$ cat config.mk
export PLATFORM = sky130hd
export DESIGN_NAME = plaintext_uart_tx_flat
export DESIGN_NICKNAME = d
export VERILOG_FILES = /design/src/rtl/hybrid_pkg.sv /design/src/rtl/plaintext_uart_tx_if.sv /design/src/rtl/uart_tx_byte.sv /design/src/rtl/plaintext_uart_tx.sv /design/src/flat_wrapper.sv
export SDC_FILE = /design/constraint.sdc
export NUM_CORES = 1
export LEC_CHECK = 0
export ABC_AREA = 0
export CELL_PAD_IN_SITES_DETAIL_PLACEMENT = 1
export CELL_PAD_IN_SITES_GLOBAL_PLACEMENT = 2
export CORE_ASPECT_RATIO = 0.5
export CORE_MARGIN = 2
export CORE_UTILIZATION = 41
export DETAILED_ROUTE_END_ITERATION = 12
export PLACE_DENSITY = 0.95
export SLEW_MARGIN = 30
export SYNTH_ARGS = -nofsm -noshare
export SYNTH_HDL_FRONTEND = slang
export SYNTH_HIERARCHICAL = 1
export SYNTH_SLANG_ARGS = --single-unit
$ cat constraint.sdc
create_clock -name clk -period 25.1 [get_ports clk]
set_input_delay 5.02 -clock clk [delete_from_list [all_inputs] [get_ports clk]]
set_output_delay 5.02 -clock clk [all_outputs]
set_load 0.005 [all_outputs]
$ cat src/rtl/hybrid_pkg.sv
// Shared definitions for the Hybrid_RSA_AES datapath: block geometry and the
// UART byte-serialiser state encoding.
package hybrid_pkg;

    localparam int AES_BLOCK_BITS  = 128;
    localparam int BYTES_PER_BLOCK = AES_BLOCK_BITS / 8;

    typedef enum logic [1:0] {
        IDLE,
        START,
        DATA,
        STOP
    } tx_state_e;

endpackage

$ cat src/rtl/plaintext_uart_tx_if.sv
// Bundle between the decrypt core (master) and the plaintext UART sender (slave).
// The source cannot be stalled, so there is no ready signal.
interface plaintext_uart_tx_if
    import hybrid_pkg::*;
#(
    parameter int BLOCK_BITS = AES_BLOCK_BITS
);

    logic [BLOCK_BITS-1:0] plaintext;
    logic                  plaintext_valid;
    logic                  tx;
    logic                  busy;
    logic                  block_done;
    logic                  overflow;

    modport master (
        output plaintext,
        output plaintext_valid,
        input  tx,
        input  busy,
        input  block_done,
        input  overflow
    );

    modport slave (
        input  plaintext,
        input  plaintext_valid,
        output tx,
        output busy,
        output block_done,
        output overflow
    );

endinterface

$ cat src/rtl/uart_tx_byte.sv
// 8N1 byte serialiser. A start request is taken either from IDLE or on the
// last clock of a stop bit, so consecutive frames run with no idle gap.
// byte_done is a registered pulse covering the last clock of the stop bit.
module uart_tx_byte
    import hybrid_pkg::*;
#(
    parameter int CLKS_PER_BIT = 868
) (
    input  logic       clk,
    input  logic       rst,
    input  logic       start,
    input  logic [7:0] data,
    output logic       tx,
    output logic       byte_done
);

    localparam int BAUD_W = (CLKS_PER_BIT > 2) ? $clog2(CLKS_PER_BIT) : 1;
    localparam logic [BAUD_W-1:0] BAUD_LAST = BAUD_W'(CLKS_PER_BIT - 1);
    localparam logic [BAUD_W-1:0] BAUD_PRE  = BAUD_W'(CLKS_PER_BIT - 2);

    tx_state_e         state, state_n;
    logic [BAUD_W-1:0] baud_cnt, baud_n;
    logic [2:0]        bit_cnt, bit_n;
    logic [7:0]        shreg, shreg_n;
    logic              tx_q, tx_n;
    logic              done_q, done_n;

    // State and datapath registers; reset parks the line high in IDLE.
    always_ff @(posedge clk or posedge rst) begin
        if (rst) begin
            state    <= IDLE;
            baud_cnt <= '0;
            bit_cnt  <= '0;
            shreg    <= '0;
            tx_q     <= 1'b1;
            done_q   <= 1'b0;
        end else begin
            state    <= state_n;
            baud_cnt <= baud_n;
            bit_cnt  <= bit_n;
            shreg    <= shreg_n;
            tx_q     <= tx_n;
            done_q   <= done_n;
        end
    end

    // Next-state logic; the next tx level is decided here so tx is a pure flop.
    always_comb begin
        state_n = state;
        baud_n  = baud_cnt;
        bit_n   = bit_cnt;
        shreg_n = shreg;
        tx_n    = tx_q;
        done_n  = (state == STOP) && (baud_cnt == BAUD_PRE);
        if (state != IDLE) begin
            baud_n = (baud_cnt == BAUD_LAST) ? '0 : baud_cnt + 1'b1;
        end
        case (state)
            IDLE: begin
                if (start) begin
                    state_n = START;
                    baud_n  = '0;
                    shreg_n = data;
                    tx_n    = 1'b0;
                end
            end
            START: begin
                if (baud_cnt == BAUD_LAST) begin
                    state_n = DATA;
                    bit_n   = '0;
                    tx_n    = shreg[0];
                end
            end
            DATA: begin
                if (baud_cnt == BAUD_LAST) begin
                    if (bit_cnt == 3'd7) begin
                        state_n = STOP;
                        tx_n    = 1'b1;
                    end else begin
                        bit_n   = bit_cnt + 1'b1;
                        shreg_n = {1'b0, shreg[7:1]};
                        tx_n    = shreg[1];
                    end
                end
            end
            STOP: begin
                if (baud_cnt == BAUD_LAST) begin
                    if (start) begin
                        state_n = START;
                        shreg_n = data;
                        tx_n    = 1'b0;
                    end else begin
                        state_n = IDLE;
                    end
                end
            end
            default: begin
                state_n = IDLE;
                tx_n    = 1'b1;
            end
        endcase
    end

    assign tx        = tx_q;
    assign byte_done = done_q;

endmodule

$ cat src/rtl/plaintext_uart_tx.sv
// Sends each decrypted block to the host as consecutive 8N1 frames, most
// significant byte first. One block may wait in a pending slot while another
// is on the wire; a block arriving with both slots full is dropped and the
// sticky overflow flag is raised.
module plaintext_uart_tx
    import hybrid_pkg::*;
#(
    parameter int CLKS_PER_BIT = 868,
    parameter int BLOCK_BITS   = AES_BLOCK_BITS
) (
    input  logic               clk,
    input  logic               rst,
    plaintext_uart_tx_if.slave bus
);

    localparam int         NUM_BYTES = BLOCK_BITS / 8;
    localparam logic [3:0] LAST_BYTE = 4'(NUM_BYTES - 1);

    logic [NUM_BYTES-1:0][7:0] active_buf;
    logic [NUM_BYTES-1:0][7:0] pending_buf;
    logic                      active_full;
    logic                      pending_full;
    logic [3:0]                byte_cnt;
    logic [3:0]                next_idx;
    logic                      overflow_q;
    logic                      byte_done;
    logic                      block_end;
    logic                      byte_start;
    logic [7:0]                byte_data;

    assign next_idx  = byte_cnt + 4'd1;
    assign block_end = byte_done && (byte_cnt == LAST_BYTE);

    // Pick the byte to launch: a fresh block's first byte from idle, the next
    // block on the final stop clock, or the next byte of the current block.
    always_comb begin
        byte_start = 1'b0;
        byte_data  = '0;
        if (!active_full) begin
            if (bus.plaintext_valid) begin
                byte_start = 1'b1;
                byte_data  = bus.plaintext[BLOCK_BITS-1 -: 8];
            end
        end else if (block_end) begin
            if (pending_full) begin
                byte_start = 1'b1;
                byte_data  = pending_buf[NUM_BYTES-1];
            end else if (bus.plaintext_valid) begin
                byte_start = 1'b1;
                byte_data  = bus.plaintext[BLOCK_BITS-1 -: 8];
            end
        end else if (byte_done) begin
            byte_start = 1'b1;
            byte_data  = active_buf[LAST_BYTE - next_idx];
        end
    end

    // Buffer occupancy, byte position and overflow; a block finishing frees the
    // pending slot in the same clock, so an arrival then is never dropped.
    always_ff @(posedge clk or posedge rst) begin
        if (rst) begin
            active_buf   <= '0;
            pending_buf  <= '0;
            active_full  <= 1'b0;
            pending_full <= 1'b0;
            byte_cnt     <= '0;
            overflow_q   <= 1'b0;
        end else if (!active_full) begin
            if (bus.plaintext_valid) begin
                active_buf  <= bus.plaintext;
                active_full <= 1'b1;
                byte_cnt    <= '0;
            end
        end else if (block_end) begin
            byte_cnt <= '0;
            if (pending_full) begin
                active_buf   <= pending_buf;
                pending_full <= bus.plaintext_valid;
                if (bus.plaintext_valid) begin
                    pending_buf <= bus.plaintext;
                end
            end else if (bus.plaintext_valid) begin
                active_buf <= bus.plaintext;
            end else begin
                active_full <= 1'b0;
            end
        end else begin
            if (byte_done) begin
                byte_cnt <= next_idx;
            end
            if (bus.plaintext_valid) begin
                if (!pending_full) begin
                    pending_buf  <= bus.plaintext;
                    pending_full <= 1'b1;
                end else begin
                    overflow_q <= 1'b1;
                end
            end
        end
    end

    uart_tx_byte #(
        .CLKS_PER_BIT(CLKS_PER_BIT)
    ) u_byte (
        .clk      (clk),
        .rst      (rst),
        .start    (byte_start),
        .data     (byte_data),
        .tx       (bus.tx),
        .byte_done(byte_done)
    );

    assign bus.busy       = active_full;
    assign bus.block_done = block_end;
    assign bus.overflow   = overflow_q;

endmodule
$ cat src/flat_wrapper.sv
// flat-port wrapper written by rule: the top's interface ports become plain ports
module plaintext_uart_tx_flat import hybrid_pkg::*;
#(
    parameter int CLKS_PER_BIT = 868,
    parameter int BLOCK_BITS   = AES_BLOCK_BITS
)
  (clk, rst, bus_plaintext, bus_plaintext_valid, bus_tx, bus_busy, bus_block_done, bus_overflow);
  plaintext_uart_tx_if #(.BLOCK_BITS(BLOCK_BITS)) bus_i ();
  input  logic clk;
  input  logic rst;
  input wire logic [$bits(bus_i.plaintext)-1:0] bus_plaintext;
  input wire logic [$bits(bus_i.plaintext_valid)-1:0] bus_plaintext_valid;
  output wire logic [$bits(bus_i.tx)-1:0] bus_tx;
  output wire logic [$bits(bus_i.busy)-1:0] bus_busy;
  output wire logic [$bits(bus_i.block_done)-1:0] bus_block_done;
  output wire logic [$bits(bus_i.overflow)-1:0] bus_overflow;
  assign bus_i.plaintext = bus_plaintext;
  assign bus_i.plaintext_valid = bus_plaintext_valid;
  assign bus_tx = bus_i.tx;
  assign bus_busy = bus_i.busy;
  assign bus_block_done = bus_i.block_done;
  assign bus_overflow = bus_i.overflow;
  plaintext_uart_tx #(.CLKS_PER_BIT(CLKS_PER_BIT), .BLOCK_BITS(BLOCK_BITS)) u_core (.clk(clk), .rst(rst), .bus(bus_i));
endmodule
==> reports/metrics.csv <==
metric,value,unit
synth-seq-cells,288,
setup_slack,17.36,ns
place_congestion,0.8262,
fin_util,49.49,%
synthToLayoutAreaGrowth,18.60,%
yosys.area.top_type_share,54.18,%
cts_root_buffer,clkbuf_16,
yosys_warnings,6,
critPathMaxStageDelay,0.84,ns
synth_commonest_cells,"dfrtp_1, nor2_1, a21oi_1, o22ai_1, mux2_1",
clock-sinks,288,
fin_nets,1375,
postRouteAntennaNets,0,
routedWlPerCell,22.51,um
min_period,7.742,ns
antenna_found_initial,0,
p_leak,6.902,nW
clk_latency,0.56,ns
grt_util_all_layers,22.69,%
crit_family,compound AO/OA/AOI/OAI gates,
synth.largest_area_cell,dfrtp_1,
clk_pin_slew,0.06,ns
syn_nets,1287,
skew,0.007294,ns
via_per_inst,5.785,
vias,9748,
ys_top_cells_by_area,"dfrtp_1, mux2_1, o22ai_1, a21oi_1, mux4_2",
setup_tns,0,ns
power.density,60.44,mW/mm^2
path_class,in2reg,
synth_flop_cell,dfrtp_1,
cp-start-kind,input pin,
hpwlAfterDp,24.93,mm
yosysSeqAreaShare,54.37,%
netlist_area,0.01326,mm^2
synthCells,1147,
cts_setup_buffers,0,
cts_htree_levels,1,
cp_max_fo,15,
cp_cell_sequence,clkdlybuf4s50_1 > a21oi_1 > nand2_1 > o21a_1 > nor2_1 > a211oi_1 > mux2_2,
ir_drop,0.03888,mV
drc,0,
cap_violations,0,
cts-buffers-inserted,27,
critPathBufInv,1,
hold_class,reg2reg,
drive_above_1_share,10.94,%
pre_cts_ws,16.90,ns
ctsResizeCount,0,
first_pass_iters,5,
grt_pass1_wl,61.37,mm
cts_tree,yes,
synth.most_common_cell,dfrtp_1,
multi_input_area,0.005572,mm^2
max_freq,0.1292,GHz
power,0.0009502,W
grt_remaining_overflow,0,
grt_max_degree,105,
start_util,41.73,%
die_w,258.3,um
stdcell_count,1685,
fill_cells,3365,
rows,46,
rsz0062_at_grt,no,
hold_buffers,0,
async_flop_share,100.0,%
cp.arrival,8.18,ns
finalHoldViolations,0,
synth_enable_flop_cells,0,
min_period_over_period,30.84,%
num_io_pins,135,
wirelength,37.93,mm
cts_max_path_buffers,3,
ys_types,56,
cp.required,25.54,ns
slew_headroom,38.29,%
crit_path_end_kind,flop,
die_h,131.1,um
setup_viol,0,
maxSlewViolCount,0,
drtIter0Drc,725,
core_area,0.03177,mm^2
dp.cells,1638,
dieArea,0.03387,mm^2
cp_slowest_cell,a21oi_1,
syn_avg_cell_area,11.56,um^2
status,finished clean,
ff_latch_area,0.007208,mm^2
tightest_slew,0.9257,ns
port_buffers,134,
grt_pass1_vias,10730,
kinds of logic after synthesis:
family                     count (synthesis)  synth area share [%]
buffers and inverters                    103                 3.983
DFF                                      288                 54.37
muxes                                    188                 18.47
AOI/OAI and AO/OA                        315                 14.03
adders and majority gates                  9                0.8495
xor gates and xnor gates                   5                0.5286
and+or+nand+nor                          239                 7.768
power by group:
part / switching [W] / total, W / leakage [nW] / internal, W
Combinational: 0.0000259 / 0.0000547 / 2.84 / 0.0000289
Clock: 0.000177 / 0.000415 / 0.432 / 0.000238
Sequential: 0.00000655 / 0.000481 / 3.63 / 0.000474
Total: 0.000209 / 0.000950 / 6.90 / 0.000741
placed cells by master (no fill, tap or decap), types with 8 or more instances in the layout:
cell type and n:
clkdlybuf4s50_1 134, o21ai_0 25, a21oi_1 129, mux4_2 27, a21o_1 9, mux2_1 120, o22ai_1 123, nor2_1 141
nand3_1 30, mux2_2 37, nand2_1 40, ha_1 8, clkbuf_16 27, buf_4 8, inv_1 13, dfrtp_1 287
layout make-up:
cell class              instances  area share (%)
diodes                          1         0.01592
clock buffers                  41           5.077
clock inverters                 5          0.5014
inverters                      16          0.4297
multi-input cells             756           35.44
flip-flops and latches        288           45.85
well taps                     432           3.438
repair buffers                146           9.255
worst register-to-register path: stages (launching register included):
cell     delay [ns]
dfrtp_1        0.76
nand2_4        0.60
nand2_4        0.69
buf_4          0.80
o22ai_1        0.36
a21oi_1        0.22
sequential cells by signal, indices dropped and copies added, names as in the netlist:
name	cells
u_core/active_buf	128
u_core/pending_buf	128
u_core/u_byte/baud_cnt	10
u_core/u_byte/shreg	8
u_core/byte_cnt	4
u_core/u_byte/bit_cnt	3
u_core/u_byte/state	2
u_core/bus.busy	1
u_core/bus.overflow	1
u_core/pending_full	1
u_core/u_byte/byte_done	1
u_core/u_byte/tx	1
layer usage:
| metal | vias to the layer above | GRT usage, % | part of all wire [%] |
|---|---|---|---|
| met3 | 66 | 3.607 | 4.2 |
| met1 | 5087 | 30.13 | 43 |
| met2 | 213 | 38.83 | 50 |
| met5 | - | 0 | 0 |
| met4 | 0 | 5.941 | 2.5 |
| li1 | 4382 | - | - |
per-stage QoR:
stage / cell area [um^2] / hold WS [ns]
5_1_grt: 15720 / 0.4986
2_1_floorplan: 13260 / 0.4641
4_1_cts: 15710 / 0.4819
6_report: 15720 / 0.4822
3_5_place_dp: 14830 / 0.4575
3_3_place_gp: 14810 / 0.4618
worst paths after layout:
path,start,to,slack [ns],cells past startpoint
setup reg to reg,u_core/bus.busy,u_core/active_buf[48],21.59,5
max in group asynchronous,rst,u_core/active_buf[26],18.76,4
hold reg to reg,u_core/bus.overflow,u_core/bus.overflow,0.48,1
min in group asynchronous,rst,u_core/u_byte/baud_cnt[9],5.01,2
hold / removal,u_core/bus.overflow,u_core/bus.overflow,0.48,1
setup / recovery,bus_plaintext_valid,u_core/u_byte/state[1],17.36,7
Note: power is estimated with default switching activity, not from simulation.
